[config.mk]
export PLATFORM = sky130hd
export DESIGN_NAME = pipe_ctrl
export DESIGN_NICKNAME = d
export VERILOG_FILES = /design/src/rtl/pipe_ctrl_pkg.sv /design/src/rtl/mem_wait_timer.sv /design/src/rtl/pipe_ctrl.sv
export SDC_FILE = /design/constraint.sdc
export NUM_CORES = 1
export LEC_CHECK = 0
export ABC_AREA = 1
export ABC_CLOCK_PERIOD_IN_PS = 3410
export CAP_MARGIN = 20
export CORE_MARGIN = 2
export CORE_UTILIZATION = 45
export DETAILED_ROUTE_END_ITERATION = 10
export PLACE_DENSITY = 0.91
export SLEW_MARGIN = 0
export SYNTH_ARGS = -nofsm -noshare
export SYNTH_HDL_FRONTEND = slang
export SYNTH_SLANG_ARGS = --single-unit
[constraint.sdc]
create_clock -name clk -period 3.41 [get_ports clk]
set_input_delay 0.682 -clock clk [delete_from_list [all_inputs] [get_ports clk]]
set_output_delay 0.682 -clock clk [all_outputs]
set_load 0.1 [all_outputs]
[src/rtl/pipe_ctrl_pkg.sv]
// Shared types and constants for the pipe_ctrl pipeline sequencer.
package pipe_ctrl_pkg;

  typedef enum logic [1:0] {
    ST_RUN      = 2'd0,
    ST_MEM_WAIT = 2'd1,
    ST_HALT     = 2'd2
  } state_e;

  // we = {pc, if_id, id_ex, ex_mem, mem_wb}, flush = {if_id, id_ex}, bubble = mem_wb NOP
  typedef struct packed {
    logic [4:0] we;
    logic [1:0] flush;
    logic       bubble;
  } stage_ctrl_t;

  localparam int DEFAULT_MEM_TIMEOUT = 255;

  localparam int WE_PC     = 4;
  localparam int WE_IF_ID  = 3;
  localparam int WE_ID_EX  = 2;
  localparam int WE_EX_MEM = 1;
  localparam int WE_MEM_WB = 0;
  localparam int FL_IF_ID  = 1;
  localparam int FL_ID_EX  = 0;

  localparam stage_ctrl_t CTRL_ADVANCE  = '{we: 5'b11111, flush: 2'b00, bubble: 1'b0};
  localparam stage_ctrl_t CTRL_FROZEN   = '{we: 5'b00000, flush: 2'b00, bubble: 1'b0};
  localparam stage_ctrl_t CTRL_HALT_REQ = '{we: 5'b00000, flush: 2'b00, bubble: 1'b1};
  localparam stage_ctrl_t CTRL_MEM_WAIT = '{we: 5'b00001, flush: 2'b00, bubble: 1'b1};
  localparam stage_ctrl_t CTRL_REDIRECT = '{we: 5'b11111, flush: 2'b11, bubble: 1'b0};
  localparam stage_ctrl_t CTRL_LOAD_USE = '{we: 5'b00111, flush: 2'b01, bubble: 1'b0};

endpackage

[src/rtl/mem_wait_timer.sv]
// Counts MEM_WAIT cycles; o_expired flags the TIMEOUT-th consecutive wait cycle.
module mem_wait_timer
  import pipe_ctrl_pkg::*;
#(
  parameter int TIMEOUT = DEFAULT_MEM_TIMEOUT
) (
  input  logic clk,
  input  logic rst_n,
  input  logic i_clear,
  input  logic i_enable,
  output logic o_expired
);

  logic [15:0] r_count;

  // Wait-cycle counter, cleared outside MEM_WAIT, saturating at the top.
  always_ff @(posedge clk or negedge rst_n) begin
    if (!rst_n) begin
      r_count <= 16'd0;
    end else if (i_clear) begin
      r_count <= 16'd0;
    end else if (i_enable && (r_count != 16'hFFFF)) begin
      r_count <= r_count + 16'd1;
    end
  end

  // r_count holds the number of wait cycles already completed before this one.
  assign o_expired = (r_count == 16'(TIMEOUT - 1));

endmodule

[src/rtl/pipe_ctrl.sv]
// Pipeline sequencer: stalls, flushes, memory wait states and halt for the 5-stage core.
// Define PIPE_CTRL_PERF_EN to build the stall_cycles / flush_count performance counters.
module pipe_ctrl
  import pipe_ctrl_pkg::*;
#(
  parameter int MEM_TIMEOUT = DEFAULT_MEM_TIMEOUT,
  parameter int CNT_W       = 32
) (
  input  logic             clk,
  input  logic             rst_n,
  input  logic             load_use_stall,
  input  logic             redirect,
  input  logic             dmem_req,
  input  logic             dmem_ready,
  input  logic             halt_req,
  input  logic             resume,
  output logic             pc_we,
  output logic             if_id_we,
  output logic             id_ex_we,
  output logic             ex_mem_we,
  output logic             mem_wb_we,
  output logic             if_id_flush,
  output logic             id_ex_flush,
  output logic             mem_wb_bubble,
  output logic             halted,
  output logic             mem_err,
  output logic [CNT_W-1:0] stall_cycles,
  output logic [CNT_W-1:0] flush_count
);

  state_e      r_state;
  state_e      w_next_state;
  logic        r_mem_err;
  logic        w_expired;
  logic        w_in_wait;
  logic        w_mem_stall;
  logic        w_timeout;
  stage_ctrl_t w_ctrl;

  assign w_in_wait = (r_state == ST_MEM_WAIT);

  mem_wait_timer #(.TIMEOUT(MEM_TIMEOUT)) u_timer (
    .clk       (clk),
    .rst_n     (rst_n),
    .i_clear   (~w_in_wait),
    .i_enable  (w_in_wait),
    .o_expired (w_expired)
  );

  // Memory wait condition: a new unfinished access in RUN, or no completion yet in MEM_WAIT.
  always_comb begin
    w_mem_stall = 1'b0;
    case (r_state)
      ST_RUN:      w_mem_stall = dmem_req & ~dmem_ready;
      ST_MEM_WAIT: w_mem_stall = ~dmem_ready;
      default:     w_mem_stall = 1'b0;
    endcase
  end

  assign w_timeout = w_in_wait & ~halt_req & ~dmem_ready & w_expired;

  // State register and sticky timeout flag.
  always_ff @(posedge clk or negedge rst_n) begin
    if (!rst_n) begin
      r_state   <= ST_RUN;
      r_mem_err <= 1'b0;
    end else begin
      r_state <= w_next_state;
      if (w_timeout) begin
        r_mem_err <= 1'b1;
      end
    end
  end

  // Next-state logic; a timed-out access parks the core in HALT.
  always_comb begin
    w_next_state = r_state;
    case (r_state)
      ST_HALT: begin
        if (resume && !r_mem_err) begin
          w_next_state = ST_RUN;
        end else begin
          w_next_state = ST_HALT;
        end
      end
      ST_RUN, ST_MEM_WAIT: begin
        if (halt_req) begin
          w_next_state = ST_HALT;
        end else if (w_timeout) begin
          w_next_state = ST_HALT;
        end else if (w_mem_stall) begin
          w_next_state = ST_MEM_WAIT;
        end else begin
          w_next_state = ST_RUN;
        end
      end
      default: w_next_state = ST_RUN;
    endcase
  end

  // Control outputs by priority; redirect wins over load-use since the stalled op is wrong-path.
  always_comb begin
    w_ctrl = CTRL_ADVANCE;
    case (r_state)
      ST_HALT: w_ctrl = CTRL_FROZEN;
      ST_RUN, ST_MEM_WAIT: begin
        if (halt_req) begin
          w_ctrl = CTRL_HALT_REQ;
        end else if (w_mem_stall) begin
          w_ctrl = CTRL_MEM_WAIT;
        end else if (redirect) begin
          w_ctrl = CTRL_REDIRECT;
        end else if (load_use_stall) begin
          w_ctrl = CTRL_LOAD_USE;
        end else begin
          w_ctrl = CTRL_ADVANCE;
        end
      end
      default: w_ctrl = CTRL_ADVANCE;
    endcase
  end

  assign pc_we         = w_ctrl.we[WE_PC];
  assign if_id_we      = w_ctrl.we[WE_IF_ID];
  assign id_ex_we      = w_ctrl.we[WE_ID_EX];
  assign ex_mem_we     = w_ctrl.we[WE_EX_MEM];
  assign mem_wb_we     = w_ctrl.we[WE_MEM_WB];
  assign if_id_flush   = w_ctrl.flush[FL_IF_ID];
  assign id_ex_flush   = w_ctrl.flush[FL_ID_EX];
  assign mem_wb_bubble = w_ctrl.bubble;
  assign halted        = (r_state == ST_HALT);
  assign mem_err       = r_mem_err;

`ifdef PIPE_CTRL_PERF_EN
  logic [CNT_W-1:0] r_stall_cycles;
  logic [CNT_W-1:0] r_flush_count;
  logic             w_stall_inc;
  logic             w_flush_inc;

  // Only a redirect raises if_id_flush, so it marks an honoured redirect.
  assign w_stall_inc = ~w_ctrl.we[WE_PC] & (r_state != ST_HALT);
  assign w_flush_inc = w_ctrl.flush[FL_IF_ID];

  // Saturating performance counters.
  always_ff @(posedge clk or negedge rst_n) begin
    if (!rst_n) begin
      r_stall_cycles <= {CNT_W{1'b0}};
      r_flush_count  <= {CNT_W{1'b0}};
    end else begin
      if (w_stall_inc && (r_stall_cycles != {CNT_W{1'b1}})) begin
        r_stall_cycles <= r_stall_cycles + 1'b1;
      end
      if (w_flush_inc && (r_flush_count != {CNT_W{1'b1}})) begin
        r_flush_count <= r_flush_count + 1'b1;
      end
    end
  end

  assign stall_cycles = r_stall_cycles;
  assign flush_count  = r_flush_count;
`else
  assign stall_cycles = {CNT_W{1'b0}};
  assign flush_count  = {CNT_W{1'b0}};
`endif

endmodule

# Word-level counts from Yosys, hierarchy flattened
# Cells that the tools add are included.
[classes]
n_eq_ne = 5
reduce_logical = 5
addsub = 1
bitwise_logic = 6
n_mux = 13
[op_table]
columns = ["operator", "n"]
rows = [
  ["$mux W16", 2],
  ["$mux W8", 4],
  ["$add A16 B1 Y16 const B", 1],
  ["$eq A16 B8 Y1 const B", 1],
  ["$ne A16 B16 Y1 const B", 1],
  ["$pmux W8 S2", 1],
  ["$mux W2", 3],
  ["$and A1 B1 Y1", 4],
  ["$pmux W2 S2", 1],
  ["$eq A2 B1 Y1 const B", 1],
  ["$eq A2 B2 Y1 const B", 1],
  ["$logic_and A1 B1 Y1", 2],
  ["$logic_not A2 Y1", 1],
  ["$ne A2 B2 Y1 const B", 1],
  ["$not A1 Y1", 2],
  ["$pmux W1 S2", 1],
  ["$reduce_or A2 Y1", 1],
  ["$logic_not A1 Y1", 1],
  ["$mux W1", 1],
]
[word_totals]
out_inout_bits = 74
regBits = 19
word_cells = 33

# Logic depth before layout (Yosys ltp)
# Gate-level depths: netlist of run 1.
[depth]
depth_word = 7
ltp_mapped = 9
depth_no_buf = 8

# Modules after synthesis
# Synthesis of run 1 repeated with hierarchy kept, for this count alone.
[hier_totals]
hier_cells = 259
hier_area_um2 = 1810.5
[modules_own_cells]
columns = ["mod", "cells_each", "area_each_um2", "n_inst"]
rows = [
  ["mem_wait_timer", 155, 1084.8, 1],
  ["pipe_ctrl", 104, 725.7, 1],
]

# Least setup slack after synthesis of run 1
# Ideal clock, no wire load.
[synth_path]
kind = "input to output"
startpoint = "input dmem_req"
endpoint = "output pc_we"
path_stages = 4
required_time_ps = 2728
n_path_buf = 1
arrival_time_ps = 3811
setup_slack_ps = -1083
path_cell_list = "o21ai_0 > nand2_1 > o21ai_0 > buf_4"
[synth_via]
elab_chain_len = 5
[synth_rtl]
columns = ["element", "line", "source"]
rows = [
  ["from (decl)", "pipe_ctrl.sv:13", "input logic dmem_req,"],
  ["$and A1 B1 Y1", "pipe_ctrl.sv:54", "ST_RUN: w_mem_stall = dmem_req & ~dmem_ready;"],
  ["$pmux W1 S2", "pipe_ctrl.sv:53", "case (r_state)"],
  ["$mux W8", "pipe_ctrl.sv:109", "end else if (w_mem_stall) begin"],
  ["$mux W8", "pipe_ctrl.sv:107", "if (halt_req) begin"],
  ["$pmux W8 S2", "pipe_ctrl.sv:104", "case (r_state)"],
  ["to (decl)", "pipe_ctrl.sv:17", "output logic pc_we,"],
]
# Every way passes these cells.

# Worst setup path after layout of run 1
[layout_path]
startpoint = "input dmem_req"
endpoint = "output if_id_we"
[layout_via]
elab_chain_len = 5
[layout_rtl]
columns = ["element", "line", "source"]
rows = [
  ["$and A1 B1 Y1", "pipe_ctrl.sv:54", ""],
  ["$pmux W1 S2", "pipe_ctrl.sv:53", ""],
  ["$mux W8", "pipe_ctrl.sv:109", ""],
  ["$mux W8", "pipe_ctrl.sv:107", ""],
  ["$pmux W8 S2", "pipe_ctrl.sv:104", ""],
  ["to (decl)", "pipe_ctrl.sv:18", "output logic if_id_we,"],
]
# Every way passes these cells.

==> results of run 1 <==
-- flip-flops by register name, indices dropped and copies added, names as in the netlist --
signal / cells
u_timer.r_count: 16
r_state: 2
mem_err: 1
-- area by class of cell --
cell class | instances | area (um2)
clock buffer | 3 | 41.3
clock inverter | 1 | 5.00
fill | 371 | 1890
inverter | 21 | 80.1
multi-input combinational | 206 | 942
sequential | 19 | 475
tap | 48 | 60.1
timing repair buffer | 17 | 223
-- power by group through the flow --
| stage | sequential [mW] | clock, mW | combinational (mW) |
|---|---|---|---|
| after floorplan | 0.243 | 0 | 0.552 |
| after global placement | 0.245 | 0 | 0.570 |
| after detailed placement | 0.245 | 0 | 0.572 |
| after CTS | 0.241 | 0.165 | 0.572 |
| after global routing | 0.242 | 0.176 | 0.587 |
| final | 0.241 | 0.160 | 0.572 |
-- cell families after synthesis --
| kind of cell | count (synthesis) | synth area share |
|---|---|---|
| and+or+nand+nor | 132 | 0.354 |
| buffers and inverters | 90 | 0.337 |
| DFF | 19 | 0.268 |
| AOI/OAI and AO/OA | 8 | 0.0253 |
| adders and majority gates | 2 | 0.0141 |
| other | 1 | 0.00211 |
-- Yosys cell counts --
library cell  number  share of area
nor2_4             4          0.025
nand2_1           59           0.12
nand4_4            1          0.012
or2_2              4          0.014
ha_1               2          0.014
nor2_1            25          0.053
a21oi_1            2         0.0056
nor2_2             1         0.0035
nand3_1           27          0.076
and3_1             1         0.0035
clkinv_2           1         0.0028
buf_2              1         0.0028
conb_1             1         0.0021
nand3b_1           1         0.0042
buf_4             67           0.28
o21ai_0            3         0.0084
dfrtp_1           19           0.27
o21bai_1           2         0.0084
inv_1             19          0.040
nor3_4             1         0.0092
inv_2              1         0.0021
buf_6              1         0.0063
o21ai_1            1         0.0028
nand2_2            2         0.0070
nand4_1            6          0.021
-- critical path, delay by kind of cell --
family | cells | cell delay, ns
simple gates | 1 | 0.18
compound gates | 2 | 0.55
buf+inv | 2 | 0.60
-- path summary, 6_finish.rpt --
| path | startpoint | cells after the start | endpoint | slack [ns] |
|---|---|---|---|---|
| max in group asynchronous | rst_n | 1 | u_timer.r_count[5]$_DFFE_PN0P_ | 2.00 |
| hold reg to reg | mem_err$_DFFE_PN0P_ | 2 | mem_err$_DFFE_PN0P_ | 0.52 |
| setup / recovery | dmem_req | 5 | if_id_we | 0.71 |
| setup reg to reg | u_timer.r_count[0]$_DFFE_PN0P_ | 7 | u_timer.r_count[13]$_DFFE_PN0P_ | 1.84 |
| hold / removal | mem_err$_DFFE_PN0P_ | 2 | mem_err$_DFFE_PN0P_ | 0.52 |
| min in group asynchronous | rst_n | 1 | r_state[1]$_DFF_PN0_ | 0.90 |
-- metrics by stage --
stage	instance area, um2	utilization	std cells	hold WS [ns]
2_1_floorplan	2020	-	315	0.386
5_1_grt	1830	0.492	315	0.576
6_report	1830	0.492	315	0.522
4_1_cts	1830	0.492	315	0.520
3_3_place_gp	1780	0.479	311	0.471
3_5_place_dp	1780	0.479	311	0.491
-- layer usage --
metal / global-route usage / wire, um
met1: 0.184 / 1250
met2: 0.243 / 1510
met3: 0.0405 / 292
met4: 0.0153 / 5
met5: 0 / 0
==> results by group, run 1 <==
Floorplanning
  • Cell Rows: 22
  • Die span in y: 66.8 um
  • DIE AREA: 4470 um2
  • Initial cell density of the core: 0.478
  • Die Span X: 66.8 um
  • CORE AREA: 3720 um2
  • Io pins: 82

Pwr
  • Psw: 591 uW
  • Pleak: 0.994 nW
  • Clk pwr share: 0.164
  • PnR Total Power: 972 uW
  • Seq pwr share: 0.248
  • Pwr/cell area: 532 nW/um2
  • VDD IR-drop max: 318 uV
  • Sw frac: 0.608
  • Int Pwr: 381 uW
  • Part of the power in combinational logic: 0.588

Logic synthesis
  • #FFs+latches synth: 19
  • Yosys warns: 0
  • Mapped Avg Cell Area: 7.05 um2
  • Cells after synthesis: 252
  • Mapped Area: 1780 um2
  • Post-synthesis sequential area ratio: 0.268
  • Synth cell types: 25

Layout
  • Synth-to-Final Area Change: 2.82%
  • Diode count: 0
  • Ratio of cells with drive above 1 in the final layout: 0.109
  • Nets: 278
  • Most frequent cells in the layout: 64 x conb_1, 59 x nand2_1, 27 x nand3_1
  • Commonest non-fill, non-tap cell in the layout: conb_1

Run
  • Max_cap viols: 0

Timing
  • Setup tns final: 0 ns
  • Setup violations, final: 0
  • Skew final: 0.00438 ns
  • Slew Viols, Final: 0
  • Period utilization: 0.792
  • Fin. Hold Viols: 0
  • RSZ-0062 raised after global routing: no
  • Slew headroom: 0.355
  • Final min period: 2.70 ns
  • Maximum clock frequency: 0.370 GHz
  • Final worst slack: 0.711 ns
  • Worst-margin pin slew: 0.965 ns

Drt
  • Initial DRC count: 63
  • Post-DRT Antenna Nets: 0
  • Drt wl/cell: 9.71 um
  • Routed WL: 3060 um
  • Drt pass-1 iters: 5
  • DR vias/cell: 4.52
  • Routed vias: 1423
  • DRC errors left: 0

Critical path
  • Worst-path fanout max: 4
  • WP data arrival: 2.02 ns
  • CP Capture Type: primary output
  • Crit Path Class: input port to primary output
  • Slowest library cell on the worst path: clkdlybuf4s50_1
  • CP Data Required Time: 2.73 ns
  • Startpoint Class: input port
  • CP max stage delay: 0.39 ns
  • Worst-path cell chain: clkdlybuf4s50_1 -> o21ai_0 -> nand2_1 -> o21ai_2 -> buf_12

GRT
  • Vias in the first global route: 1168
  • Largest net degree at the start of global routing: 21
  • Initial antenna violation count: 0
  • First-pass GRT wire length: 4940 um
  • Total track usage: 0.142
  • Overflow after GRT: 0

CTS
  • TritonCTS clock tree: done
  • Post-CTS Resized: 0
  • Setup bufs post-CTS: 0
  • Worst-path clk slew: 0.08 ns
  • CTS buffer count: 3
  • CTS Buffer Depth: 2
  • Clk_lat worst skew: 0.26 ns
  • H-tree levels: 1
  • Clock net sink count: 19
  • Hold_buf cts: 0
  • CTS root buffer: clkbuf_8

Worst hold path
  • Hold/Removal Path Class: flop to flop

Place
  • Port Buffers: 17
  • Dpl ws: 0.713 ns
  • Post-DP HPWL: 2500 um
  • Routability Congestion: 0.862

Status
  • Status: complete, no violations
No activity file was read; power rests on OpenSTA's default activity.
==> run 2, diff against run 1 <==
--- a/config.mk
+++ b/config.mk
@@ -6,12 +6,12 @@
 export NUM_CORES = 1
 export LEC_CHECK = 0
 export ABC_AREA = 1
-export ABC_CLOCK_PERIOD_IN_PS = 3410
+export ABC_CLOCK_PERIOD_IN_PS = 2280
 export CAP_MARGIN = 20
 export CORE_MARGIN = 2
-export CORE_UTILIZATION = 45
+export CORE_UTILIZATION = 38
 export DETAILED_ROUTE_END_ITERATION = 10
-export PLACE_DENSITY = 0.91
+export PLACE_DENSITY = 0.83
 export SLEW_MARGIN = 0
 export SYNTH_ARGS = -nofsm -noshare
 export SYNTH_HDL_FRONTEND = slang
==> constraint.sdc (replaced) <==
create_clock -name clk -period 2.28 [get_ports clk]
set_input_delay 0.456 -clock clk [delete_from_list [all_inputs] [get_ports clk]]
set_output_delay 0.456 -clock clk [all_outputs]
set_load 0.1 [all_outputs]
==> run 2 against run 1 <==
Compared with the run above:
- clock power up 48%
- cell count up 2.2%
- sequential cell count unchanged
- utilization down 6.1 points
- critical endpoint is now pc_we
==> results by group, run 2 (synthesis gave the netlist of run 1 again) <==
Status
  • Status: complete, no violations (unchanged)

Pwr
  • VDD IR-drop max: 529 uV (was 318 uV)
  • Sw frac: 0.591 (was 0.608)
  • PnR Total Power: 1.51 mW (was 972 uW)
  • Clk pwr share: 0.157 (was 0.164)
  • Part of the power in combinational logic: 0.604 (was 0.588)
  • Pleak: 1.02 nW (was 0.994 nW)
  • Int Pwr: 616 uW (was 381 uW)
  • Pwr/cell area: 794 nW/um2 (was 532 nW/um2)
  • Seq pwr share: 0.238 (was 0.248)
  • Psw: 891 uW (was 591 uW)

Critical path
  • Slowest library cell on the worst path: clkdlybuf4s50_1 (unchanged)
  • CP Data Required Time: 1.82 ns (was 2.73 ns)
  • Startpoint Class: input port (unchanged)
  • CP max stage delay: 0.48 ns (was 0.39 ns)
  • Crit Path Class: input port to primary output (unchanged)
  • Worst-path fanout max: 4 (unchanged)
  • WP data arrival: 1.70 ns (was 2.02 ns)
  • Buf+Inv Stages, Crit Path: 3 (was 2)
  • Worst-path cell chain: clkdlybuf4s50_1 -> inv_1 -> o21ai_1 -> nand2_1 -> o21ai_4 -> buf_12 (was clkdlybuf4s50_1 -> o21ai_0 -> nand2_1 -> o21ai_2 -> buf_12)
  • Delay-heaviest family, CP: buffers and inverters (unchanged)
  • CP Capture Type: primary output (unchanged)

CTS
  • Clock net sink count: 19 (unchanged)
  • CTS root buffer: clkbuf_8 (unchanged)
  • CTS buffer count: 3 (unchanged)
  • Worst-path clk slew: 0.07 ns (was 0.08 ns)
  • H-tree levels: 1 (unchanged)
  • Clk_lat worst skew: 0.26 ns (about the same)
  • Setup bufs post-CTS: 0 (unchanged)
  • TritonCTS clock tree: done (unchanged)
  • CTS Buffer Depth: 2 (unchanged)

Drt
  • DRC errors left: 0 (unchanged)
  • Routed WL: 3180 um (was 3060 um)
  • Routed vias: 1399 (was 1423)
  • Top Layer Used: met4 (unchanged)
  • Drt wl/cell: 9.88 um (was 9.71 um)
  • DR vias/cell: 4.34 (was 4.52)
  • Post-DRT Antenna Nets: 0 (unchanged)
  • Met3 WL: 305 um (was 292 um)
  • Initial DRC count: 84 (was 63)
  • Metal2 WL: 1530 um (was 1510 um)
  • Drt pass-1 iters: 4 (was 5)
  • Sum of routed wire segments on met1: 1330 um (was 1250 um)

Layout
  • Most frequent cells in the layout: 64 x conb_1, 59 x nand2_1, 27 x nand3_1 (unchanged)
  • Nets: 281 (was 278)
  • Diode count: 0 (unchanged)
  • Synth-to-Final Area Change: 6.90% (was 2.82%)
  • Max FFs per register: 16 (unchanged)
  • Biggest register: u_timer.r_count (unchanged)
  • Ratio of cells with drive above 1 in the final layout: 0.122 (was 0.109)
  • Filler cells: 447 (was 371)
  • Commonest non-fill, non-tap cell in the layout: conb_1 (unchanged)
  • Fin cells: 322 (was 315)
  • Design area: 1900 um2 (was 1830 um2)

Timing
  • Final worst slack: 0.125 ns (was 0.711 ns)
  • Setup violations, final: 0 (unchanged)
  • Period utilization: 0.945
  • Skew final: 0.00707 ns (was 0.00438 ns)
  • Slew Viols, Final: 0 (unchanged)
  • RSZ-0062 raised after global routing: no (unchanged)
  • Fin. Hold Viols: 0 (unchanged)
  • Maximum clock frequency: 0.464 GHz
  • Final min period: 2.15 ns

GRT
  • Initial antenna violation count: 0 (unchanged)
  • Overflow after GRT: 0 (unchanged)
  • Largest net degree at the start of global routing: 20 (was 21)
  • First-pass GRT wire length: 5150 um (was 4940 um)
  • Total track usage: 0.124 (was 0.142)
  • Vias in the first global route: 1217 (was 1168)

Place
  • Routability Congestion: 0.883 (was 0.862)
  • Post-DP Area: 1850 um2 (was 1780 um2)
  • Placed cell count: 318 (was 311)
  • Port Buffers: 17 (unchanged)
  • Post-DP HPWL: 2590 um (was 2500 um)
  • Dpl ws: 0.0499 ns (was 0.713 ns)

Floorplanning
  • Die span in y: 72.4 um (was 66.8 um)
  • Initial cell density of the core: 0.402 (was 0.478)
  • DIE AREA: 5240 um2 (was 4470 um2)
  • Io pins: 82 (unchanged)
  • Die Span X: 72.4 um (was 66.8 um)
  • CORE AREA: 4410 um2 (was 3720 um2)
  • Cell Rows: 24 (was 22)

Worst hold path
  • Hold/Removal Path Class: flop to flop (unchanged)

Run
  • Max_cap viols: 0 (unchanged)
-- run 2: changes by cell type in the layout (fill, tap and decap cells not counted), sizes merged --
cell / before / now
buf: 9 / 13
clkbuf: 3 / 4
clkdlybuf4s50: 8 / 7
clkinv: 2 / 1
-- run 2: power groups by stage --
stage | sequential, mW | combinational (mW) | clock (mW)
after floorplan | 0.363 | 0.828 | 0
after global placement | 0.366 | 0.906 | 0
after detailed placement | 0.366 | 0.907 | 0
after CTS | 0.359 | 0.908 | 0.245
after global routing | 0.362 | 0.934 | 0.265
final | 0.360 | 0.911 | 0.237
-- run 2: final timing paths --
| path | startpoint | to | slack [ns] | cells after the start |
|---|---|---|---|---|
| min in group asynchronous | rst_n | u_timer.r_count[2]$_DFFE_PN0P_ | 0.52 | 2 |
| worst max register to register | u_timer.r_count[1]$_DFFE_PN0P_ | u_timer.r_count[8]$_DFFE_PN0P_ | 0.77 | 7 |
| worst max-delay path | dmem_ready | pc_we | 0.13 | 6 |
| worst min register to register | mem_err$_DFFE_PN0P_ | mem_err$_DFFE_PN0P_ | 0.49 | 2 |
| max in group asynchronous | rst_n | u_timer.r_count[9]$_DFFE_PN0P_ | 1.55 | 2 |
| worst min-delay path | mem_err$_DFFE_PN0P_ | mem_err$_DFFE_PN0P_ | 0.49 | 2 |
-- run 2: final cells by class --
type	instances	area [um2]	area share
tap	52	65.1	0.0343
sequential	19	475	0.250
timing repair buffer	20	280	0.148
multi-input combinational	206	953	0.502
inverter	21	80.1	0.0422
clock buffer	4	45.0	0.0237
-- run 2: timing repair --
action,4_1_cts,5_1_grt
resized for setup,0,2
endpoints found under the setup margin,0,2
hold buffers,0,0
endpoints found under the hold margin,0,0
-- run 2: worst register-to-register path: stages (launching register included) --
cell and delay [ns]:
dfrtp_1 0.43, ha_1 0.24, inv_1 0.11, nor2_4 0.18, nand2_2 0.09, clkinv_2 0.07, nand4_4 0.18, nand2_1 0.14
-- run 2: stage by stage --
stage / util / hold slack [ns] / setup TNS, ns
after floorplan: - / 0.160 / -1.04
final: 0.430 / 0.489 / 0
after detailed placement: 0.418 / 0.481 / 0
after global routing: 0.430 / 0.509 / 0
after CTS: 0.429 / 0.500 / 0
after global placement: 0.418 / 0.480 / 0
-- run 2: routing by layer --
layer,track usage,vias to the layer above
li1,-,696
met1,0.153,636
met2,0.214,64
met3,0.0458,3
met4,0.0123,0
met5,0,-
